[src/rtl/recirc_pkg.sv]
// Shared encodings and sizing for the parametrised recirculation router.
// Optional per-channel loop counters are enabled with RECIRC_COUNT_EN.
package recirc_pkg;
  localparam int MODE_W     = 2;
  localparam int COUNT_W    = 16;
  localparam int SKID_DEPTH = 2;

  typedef enum logic [MODE_W-1:0] {
    ST_LOOP  = 2'b01,
    ST_FWD   = 2'b10,
    ST_DRAIN = 2'b11
  } state_t;
endpackage

[src/rtl/recirc_skid_buf.sv]
// One channel's 2-entry skid FIFO with bypass and registered forward output.
module recirc_skid_buf
  import recirc_pkg::*;
#(
  parameter int DATA_W = 8
) (
  input  logic              clk,
  input  logic              reset_L,
  input  logic              push,
  input  logic [DATA_W-1:0] data,
  input  logic              pause,
  output logic [1:0]        count,
  output logic              fwd_valid,
  output logic [DATA_W-1:0] fwd_data
);
  localparam logic [1:0] FULL = 2'(SKID_DEPTH);

  logic [DATA_W-1:0] head;
  logic [DATA_W-1:0] tail;
  logic              pop;
  logic              bypass;
  logic              store;

  assign pop    = !pause && (count != 2'd0);
  assign bypass = !pause && (count == 2'd0);
  // A word that can go straight out is never written into the buffer.
  assign store  = push && (count < FULL) && !bypass;

  always_ff @(posedge clk or negedge reset_L) begin
    if (!reset_L) begin
      count     <= 2'd0;
      head      <= '0;
      tail      <= '0;
      fwd_valid <= 1'b0;
      fwd_data  <= '0;
    end else begin
      if (pop) begin
        fwd_valid <= 1'b1;
        fwd_data  <= head;
      end else if (bypass && push) begin
        fwd_valid <= 1'b1;
        fwd_data  <= data;
      end else begin
        fwd_valid <= 1'b0;
      end

      case ({pop, store})
        2'b10: begin
          head  <= tail;
          count <= count - 2'd1;
        end
        2'b01: begin
          if (count == 2'd0) head <= data;
          else               tail <= data;
          count <= count + 2'd1;
        end
        2'b11: begin
          if (count == 2'd1) begin
            head <= data;
          end else begin
            head <= tail;
            tail <= data;
          end
        end
        default: ;
      endcase
    end
  end
endmodule

[src/rtl/recirculacion_param.sv]
// N-channel recirculation router: loop path while idle, skid-buffered forward path otherwise.
// Define RECIRC_COUNT_EN to add saturating per-channel loop word counters (loop_count port).
module recirculacion_param
  import recirc_pkg::*;
#(
  parameter int DATA_W = 8,
  parameter int NUM_CH = 4
) (
  input  logic                     clk,
  input  logic                     reset_L,
  input  logic                     idle,
  input  logic [NUM_CH-1:0]        in_valid,
  input  logic [NUM_CH*DATA_W-1:0] in_data,
  output logic [NUM_CH-1:0]        in_ready,
  input  logic [NUM_CH-1:0]        fwd_pause,
  output logic [NUM_CH-1:0]        fwd_valid,
  output logic [NUM_CH*DATA_W-1:0] fwd_data,
  output logic [NUM_CH-1:0]        loop_valid,
  output logic [NUM_CH*DATA_W-1:0] loop_data,
  output logic [MODE_W-1:0]        mode
`ifdef RECIRC_COUNT_EN
  ,
  output logic [NUM_CH*COUNT_W-1:0] loop_count
`endif
);
  localparam logic [1:0] FULL = 2'(SKID_DEPTH);

  state_t            state;
  logic [1:0]        count [NUM_CH];
  logic [NUM_CH-1:0] empty;
  logic [NUM_CH-1:0] accept;
  logic [NUM_CH-1:0] push;

  assign mode   = state;
  assign accept = in_valid & in_ready;
  assign push   = (state == ST_FWD) ? accept : '0;

  always_comb begin
    in_ready = '0;
    empty    = '0;
    for (int c = 0; c < NUM_CH; c++) begin
      empty[c] = (count[c] == 2'd0);
      case (state)
        ST_LOOP: in_ready[c] = 1'b1;
        ST_FWD:  in_ready[c] = (count[c] < FULL);
        default: in_ready[c] = 1'b0;
      endcase
    end
  end

  always_ff @(posedge clk or negedge reset_L) begin
    if (!reset_L) begin
      state <= ST_LOOP;
    end else begin
      case (state)
        ST_LOOP:  if (!idle) state <= ST_FWD;
        ST_FWD:   if (idle)  state <= ST_DRAIN;
        ST_DRAIN: begin
          if (!idle)        state <= ST_FWD;
          else if (&empty)  state <= ST_LOOP;
        end
        default:  state <= ST_LOOP;
      endcase
    end
  end

  // Loop path: one-cycle registered echo of words accepted in LOOP mode.
  always_ff @(posedge clk or negedge reset_L) begin
    if (!reset_L) begin
      loop_valid <= '0;
      loop_data  <= '0;
    end else begin
      for (int c = 0; c < NUM_CH; c++) begin
        if (state == ST_LOOP && accept[c]) begin
          loop_valid[c]                  <= 1'b1;
          loop_data[c*DATA_W +: DATA_W]  <= in_data[c*DATA_W +: DATA_W];
        end else begin
          loop_valid[c] <= 1'b0;
        end
      end
    end
  end

  for (genvar g = 0; g < NUM_CH; g++) begin : g_ch
    recirc_skid_buf #(.DATA_W(DATA_W)) u_skid (
      .clk       (clk),
      .reset_L   (reset_L),
      .push      (push[g]),
      .data      (in_data[g*DATA_W +: DATA_W]),
      .pause     (fwd_pause[g]),
      .count     (count[g]),
      .fwd_valid (fwd_valid[g]),
      .fwd_data  (fwd_data[g*DATA_W +: DATA_W])
    );
  end

`ifdef RECIRC_COUNT_EN
  logic [COUNT_W-1:0] cnt [NUM_CH];

  always_ff @(posedge clk or negedge reset_L) begin
    if (!reset_L) begin
      for (int c = 0; c < NUM_CH; c++) cnt[c] <= '0;
    end else begin
      for (int c = 0; c < NUM_CH; c++) begin
        if (state == ST_LOOP && accept[c] && cnt[c] != '1) cnt[c] <= cnt[c] + 1'b1;
      end
    end
  end

  for (genvar g = 0; g < NUM_CH; g++) begin : g_cnt
    assign loop_count[g*COUNT_W +: COUNT_W] = cnt[g];
  end
`endif
endmodule

[config.mk]
export PLATFORM = sky130hd
export DESIGN_NAME = recirculacion_param
export DESIGN_NICKNAME = d
export VERILOG_FILES = /design/src/rtl/recirc_pkg.sv /design/src/rtl/recirc_skid_buf.sv /design/src/rtl/recirculacion_param.sv
export SDC_FILE = /design/constraint.sdc
export NUM_CORES = 1
export LEC_CHECK = 0
export ABC_AREA = 1
export BUFFER_PORTS_ARGS = -buffer_cell sky130_fd_sc_hd__buf_2
export CORE_MARGIN = 2
export CORE_UTILIZATION = 25
export CTS_BUF_LIST = sky130_fd_sc_hd__clkbuf_4 sky130_fd_sc_hd__clkbuf_8 sky130_fd_sc_hd__clkbuf_16
export CTS_CLUSTER_DIAMETER = 200
export CTS_CLUSTER_SIZE = 8
export DETAILED_ROUTE_END_ITERATION = 8
export GPL_TIMING_DRIVEN = 0
export PLACE_DENSITY_LB_ADDON = 0.1
export SLEW_MARGIN = 20
export SYNTH_ARGS = -nofsm -noshare
export SYNTH_HDL_FRONTEND = slang
export SYNTH_SLANG_ARGS = --single-unit
export TNS_END_PERCENT = 10
[constraint.sdc]
create_clock -name clk -period 2.91 [get_ports clk]
set_input_delay 0.291 -clock clk [delete_from_list [all_inputs] [get_ports clk]]
set_output_delay 0.291 -clock clk [all_outputs]
set_load 0.02 [all_outputs]
Word level (Yosys, flattened, before mapping)
Cells that the tools add are included.

word-level totals
  input port bits = 43
  register bits = 146

cells by class
  mux-type cells = 58
  reductions and logical operators = 66
  bitwise operators = 1
  order comparisons = 4
  equal/unequal tests = 34
  add/sub/neg operators = 8

operators by type and width
  kind                                                 number
  two-way mux 8 bit                                    24
  case mux 8 bit (3 select lines)                      4
  case mux 8 bit (2 select lines)                      4
  nonzero test 2 bit                                   16
  != test 2 bit, second input constant                 14
  logical AND 1 bit                                    24
  equality test 2 bit, second input constant           10
  equality test 2 x 1 -> 1 bit, second input constant  9
  case mux 2 bit (2 select lines)                      4
  AND reduction 3 bit                                  5
  two-way mux 1 bit                                    12
  nonzero test 3 bit                                   4
  adder 2 x 1 -> 2 bit, second input constant          4
  zero test 1 bit                                      8
  zero test 2 bit                                      4
  < comparator 2 bit, second input constant            4
  two-way mux 2 bit                                    4
  case mux 1 bit (2 select lines)                      4
  AND reduction 2 bit                                  4
  subtractor 2 x 1 -> 2 bit, second input constant     4
  case mux 2 bit (3 select lines)                      1
  bitwise AND 4 bit                                    1
  two-way mux 4 bit                                    1
  AND reduction 4 bit                                  1
  != test 3 bit, second input constant                 1

Logic depth before layout (Yosys ltp)
  depth after elaboration = 9
  mapped depth = 15

Modules after synthesis
A second synthesis with hierarchy kept.

unflattened totals
  cells, all modules = 898
  area total of the unflattened synthesis = 7937.6 µm²

modules (own cells, without submodules)
  module                                sequential area each (µm²)  area each (µm²)  instances  cells each
  recirc_skid_buf (g_ch[0].u_skid ...)  675.6                       1540.2           3          172
  recirculacion_param                   952.2                       1828.0           1          210
  recirc_skid_buf (g_ch[3].u_skid)      675.6                       1488.9           1          172

Worst setup path after synthesis
No wires, ideal clock.

  path kind = reg2reg
  start = register state[0] (netlist: mode[0])
  end = register g_ch[1].u_skid.tail[0]
  stages on the path, launching flop included = 11
  clock period less this slack = 2721 ps
  data arrival time = 2590 ps
  setup slack = 189 ps
  path through = dfstp_2 inv_1 ha_1 inv_2 a21oi_2 and3_1 ha_1 nand2_1 o211ai_1 clkbuf_1 o21ai_0

between the ends
  longest elaborated chain between the ends = 9
  elaborated cells on any way between the ends = 14
  classes of those cells = 6 x eq/ne; 3 x mux; 1 x bitwise; 4 x reduce/logical

RTL lines
  element                                                                     line                       text
  from (decl)                                                                 recirculacion_param.sv:28  state_t state;
  from (signal assigned)                                                      recirculacion_param.sv:53  state <= ST_LOOP;
  from (signal assigned)                                                      recirculacion_param.sv:56  ST_LOOP: if (!idle) state <= ST_FWD;
  from (signal assigned)                                                      recirculacion_param.sv:57  ST_FWD: if (idle) state <= ST_DRAIN;
  equality test 2 bit / equality test 2 x 1 -> 1 bit (equally long branches)  recirculacion_param.sv:43  case (state)
  case mux 1 bit (2 select lines) (*)                                         recirculacion_param.sv:43
  via in_ready[1]                                                             recirculacion_param.sv:14  output logic [NUM_CH-1:0] in_ready,
  bitwise AND 4 bit (*)                                                       recirculacion_param.sv:35  assign accept = in_valid & in_ready;
  two-way mux 4 bit (*)                                                       recirculacion_param.sv:36  assign push = (state == ST_FWD) ? accept : '0;
  logical AND 1 bit (*) (2 in a row)                                          recirc_skid_buf.sv:27      assign store = push && (count < FULL) && !bypass;
  equality test 2 bit / equality test 2 x 1 -> 1 bit (equally long branches)  recirc_skid_buf.sv:47      case ({pop, store})
  != test 2 bit (no line) / nonzero test 2 bit (equally long branches)        -
  AND reduction 3 bit (no line)                                               -
  to (signal assigned)                                                        recirc_skid_buf.sv:54      else tail <= data;
  to (signal assigned)                                                        recirc_skid_buf.sv:62      tail <= data;
  to (decl)                                                                   recirc_skid_buf.sv:19      logic [DATA_W-1:0] tail;

The timed path passes the listed nets; every way through them passes the cells marked *.
A chain may end at the register's enable or synchronous reset.

Final worst setup path
  start = register state[0] (netlist: mode[0])
  end = register g_ch[3].u_skid.tail[5]

between the ends
  longest elaborated chain between the ends = 9
  elaborated cells on any way between the ends = 14
  classes of those cells = 6 x eq/ne; 3 x mux; 1 x bitwise; 4 x reduce/logical

RTL lines
  element                                                                     line
  equality test 2 bit / equality test 2 x 1 -> 1 bit (equally long branches)  recirculacion_param.sv:36, recirculacion_param.sv:43
  case mux 1 bit (2 select lines)                                             recirculacion_param.sv:43
  bitwise AND 4 bit                                                           recirculacion_param.sv:35
  two-way mux 4 bit (*)                                                       recirculacion_param.sv:36
  logical AND 1 bit (*) (2 in a row)                                          recirc_skid_buf.sv:27
  equality test 2 bit / equality test 2 x 1 -> 1 bit (equally long branches)  recirc_skid_buf.sv:47
  != test 2 bit (no line) / nonzero test 2 bit (equally long branches)        -
  AND reduction 3 bit (no line)                                               -
  to (signal assigned)                                                        recirc_skid_buf.sv:54
  to (signal assigned)                                                        recirc_skid_buf.sv:62
  to (decl)                                                                   recirc_skid_buf.sv:19

Every way passes the cells marked *; elsewhere a longest branch is shown, timed or not.

==> run_results.csv <==
group,metric,value,unit
status,outcome,"completed",
die,core_area,0.0287,mm²
global_routing,grt_pass1_wl,33700,µm
power,pwr-share-comb,41.5,%
sta,setup_viol,0,
worst_setup_path,r2r-start,"mode[0]",
worst_setup_path,crit_path_end,"g_ch[3].u_skid.tail[5]",
synthesis,synthArstFlopShare,100,%
worst_setup_path,endpoint_kind,"register",
sta,slew_headroom,59.3,%
route,drc,0,
worst_setup_path,crit_family,"adder cells",
global_routing,grt_pass1_vias,6089,
cells_and_area,final_util,31.5,%
route,dr.first_iter.drc_count,297,
clock_network,cts_tree,"built",
synthesis,synth_area_per_cell,8.64,µm²
die,pin_count,121,
synthesis,syn_area,0.00728,mm²
power,pwr_density_cell,1060,mW/mm²
synthesis,synth_enable_flop_cells,0,
synthesis,synth.top_cell.area_share,49.8,%
die,die_w,175,µm
job,drv_cap,0,
worst_setup_path,start_kind,"register",
sta,max_freq,0.369,GHz
sta,period_needed,2.71,ns
worst_hold_path,hold_path_startpoint,"in_data[0]",
global_routing,grt_antenna_before_repair,4,
sta,rsz0062_at_grt,"true",
power,p_clk_share,22.7,%
global_routing,grt-ovfl-total,0,
power,p_seq_share,35.8,%
die,row_count,62,
worst_setup_path,critPathMaxFanout,10,
cells_and_area,stdcell_area,0.00903,mm²
worst_setup_path,required,3.21,ns
cells_and_area,n_fill_cell,3124,
clock_network,htree_levels,4,
clock_network,clockBufferDepth,2,
worst_hold_path,hold_class,"in -> reg",
route,vias,5958,
cells_and_area,nNetsFinal,1050,
die,die_h,175,µm
route,wl_per_cell,14.7,µm
worst_setup_path,critPathBufInv,3,
worst_setup_path,critPathLaunch,"mode[0]",
route,via_per_inst,4.31,
clock_network,cts_buffers,17,
synthesis,syn-num-nets,907,
clock_network,cts-root-buf,"clkbuf_16",
placed_design,gp_congestion,0.726,
route,wl,20400,µm
synthesis,synth_largest_area_cell,"dfrtp_1",
placed_design,numPortBuffers,120,
sta,finClkSkew,0.0183,ns
sta,hold_viol,0,
sta,fin_crit_sh,93.1,%
power,power_leakage,0.00446,µW
placed_design,dpl_cell_area,0.00840,mm²
route,postRouteAntennaNets,0,
synthesis,netlist_top_cells_area,"dfrtp_1 50%, nand2_1 13%, o21ai_0 5.2%, a21oi_1 4.3%, inv_1 3.9%",
power,swShare,41.4,%
synthesis,synth_seq_cells,146,
worst_setup_path,crit_path_max_incr_delay,0.59,ns
cells_and_area,drive_gt1_share,22.9,%
synthesis,yosysWarnings,0,
die,initial_utilization,25.4,%
global_routing,grt_max_degree,75,
synthesis,ys_seq_area_share,50.2,%
route,firstDrtPassIters,4,
placed_design,dp_slack,-0.160,ns
worst_setup_path,worstPathCellList,"inv_1 > ha_1 > inv_2 > a21oi_2 > and3_1 > ha_2 > nand2_1 > o211ai_1 > clkbuf_4 > o21ai_0",
synthesis,synth_flop_cell,"dfrtp_1",
power,p_sw,3950,µW
cells_and_area,regArea,0.00365,mm²
placed_design,place_hpwl,14800,µm
cells_and_area,multi_input_area,0.00316,mm²
worst_setup_path,slowest_stage,"dfstp_2",
synthesis,netlist-cell-type-count,36,
sta,post-route-worst-setup-slack,0.201,ns
clock_network,clk_latency,0.43,ns
worst_setup_path,r2r-end,"g_ch[3].u_skid.tail[5]",
worst_setup_path,cp.arrival,3.01,ns
synthesis,synth_cells,843,
clock_network,path_clk_slew,0.07,ns
power,ir_worst_vdd,0.423,mV
global_routing,grt_use_total,13.9,%
worst_setup_path,rrSetupSlack,0.20,ns
clock_network,cts.sinks,146,
sta,tightest_slew,0.611,ns
worst_setup_path,crit_type,"reg -> reg",
power,internal_power,5590,µW
cells_and_area,syn_to_final_growth,24.0,%
sta,drv_slew,0,
worst_setup_path,cp.depth,10,
die,die_area,0.0305,mm²
worst_setup_path,r2r_cells,10,
synthesized netlist by cell type (all sizes together) (2+ instances only):
library cell  instances
xnor2                 2
xor2                  4
o211ai                4
or2                   2
o32ai                16
nand3                23
o22ai                 2
nor2                 43
nand2               261
buf                  19
o21bai                2
ha                   21
o21ai                80
inv                  83
and3                  2
clkbuf                9
o21a                 32
a21oi                71
nand4                19
dfrtp               145
what timing repair did:
action                                 CTS  global route
gates resized for setup                  5            13
endpoints found under the hold margin   73             0
hold buffers                             1             0
setup endpoints to repair               37            47
pin swaps                                1             1
buffers inserted                         1             1
per-stage QoR:
stage	TNS [ns]	instances	hold WS [ns]	total power (µW)
after floorplan	0	843	-0.00459	6160
after global placement	-150.35	1347	0.463	7450
after detailed placement	-2.12	1348	0.311	7490
after CTS	0	1381	0.133	9720
after global routing	-0.119	1382	0.153	10400
final	0	1383	0.149	9550
worst min path at each step:
stage / endpoint / slack (ns) / cells after the start
after detailed placement: loop_data[14] / 0.31 / 1
after CTS: g_ch[0].u_skid.tail[1] / 0.13 / 3
after global routing: g_ch[2].u_skid.tail[6] / 0.15 / 3
after floorplan: g_ch[0].u_skid.count[0] / -0.005 / 0
after global placement: loop_data[23] / 0.46 / 2
final: g_ch[0].u_skid.tail[0] / 0.15 / 3
kinds of logic (layout without fill, tap and decap cells):
family | Yosys count | after routing | share of synthesized area, %
AO/OA/AOI/OAI | 208 | 208 | 17.8
other | 0 | 1 | 0
flip-flops | 146 | 146 | 50.2
adder cells (fa/ha/maj) | 21 | 21 | 3.61
buffers and inverters | 111 | 266 | 6.84
XOR/XNOR | 6 | 6 | 0.722
AND/OR/NAND/NOR | 351 | 351 | 20.8
power groups by stage:
stage | Sequential, µW | Combinational (µW) | Clock [µW]
finish | 3420 | 3960 | 2160
global route | 3550 | 4490 | 2320
CTS | 3430 | 4050 | 2240
detailed placement | 3470 | 4020 | 0
global placement | 3460 | 4000 | 0
floorplan | 3960 | 2200 | 0
state kept, by name, summed over array words and instances, names as in the netlist:
| signal | cells |
|---|---|
| loop_data | 32 |
| g_ch.u_skid.count | 8 |
| g_ch.u_skid.tail | 32 |
| g_ch.u_skid.fwd_valid | 4 |
| g_ch.u_skid.fwd_data | 32 |
| mode | 2 |
| loop_valid | 4 |
| g_ch.u_skid.head | 32 |
placed cells by master (no fill, tap or decap), drive strengths merged, types with 19 or more instances in the layout:
master / n
buf: 142
clkbuf: 29
inv: 86
o21ai: 80
o21a: 32
nand3: 23
nand4: 19
a21oi: 71
nor2: 43
dfrtp: 145
ha: 21
nand2: 261
cell type report:
type                    instances  area share (%)
well taps                     384            5.32
clock inverters                11            1.15
inverters                      83            3.45
flip-flops and latches        146            40.5
multi-input cells             586            35.0
repair buffers                124            7.34
plain buffers                  28            2.18
clock buffers                  20            5.10
diodes                          1          0.0277
worst register-to-register path, cell delays in order (launching register included):
cell	delay (ns)
dfstp_2	0.59
inv_1	0.09
ha_1	0.41
inv_2	0.12
a21oi_2	0.19
and3_1	0.28
ha_2	0.28
nand2_1	0.12
o211ai_1	0.17
clkbuf_4	0.25
o21ai_0	0.08
metal layers:
metal | share of wire, % | track usage (%)
met5 | 0.18 | 0
met4 | 1.2 | 3.96
met3 | 3.6 | 2.79
met2 | 47 | 22.5
met1 | 48 | 18.9
(Power assumes the default switching activity.)
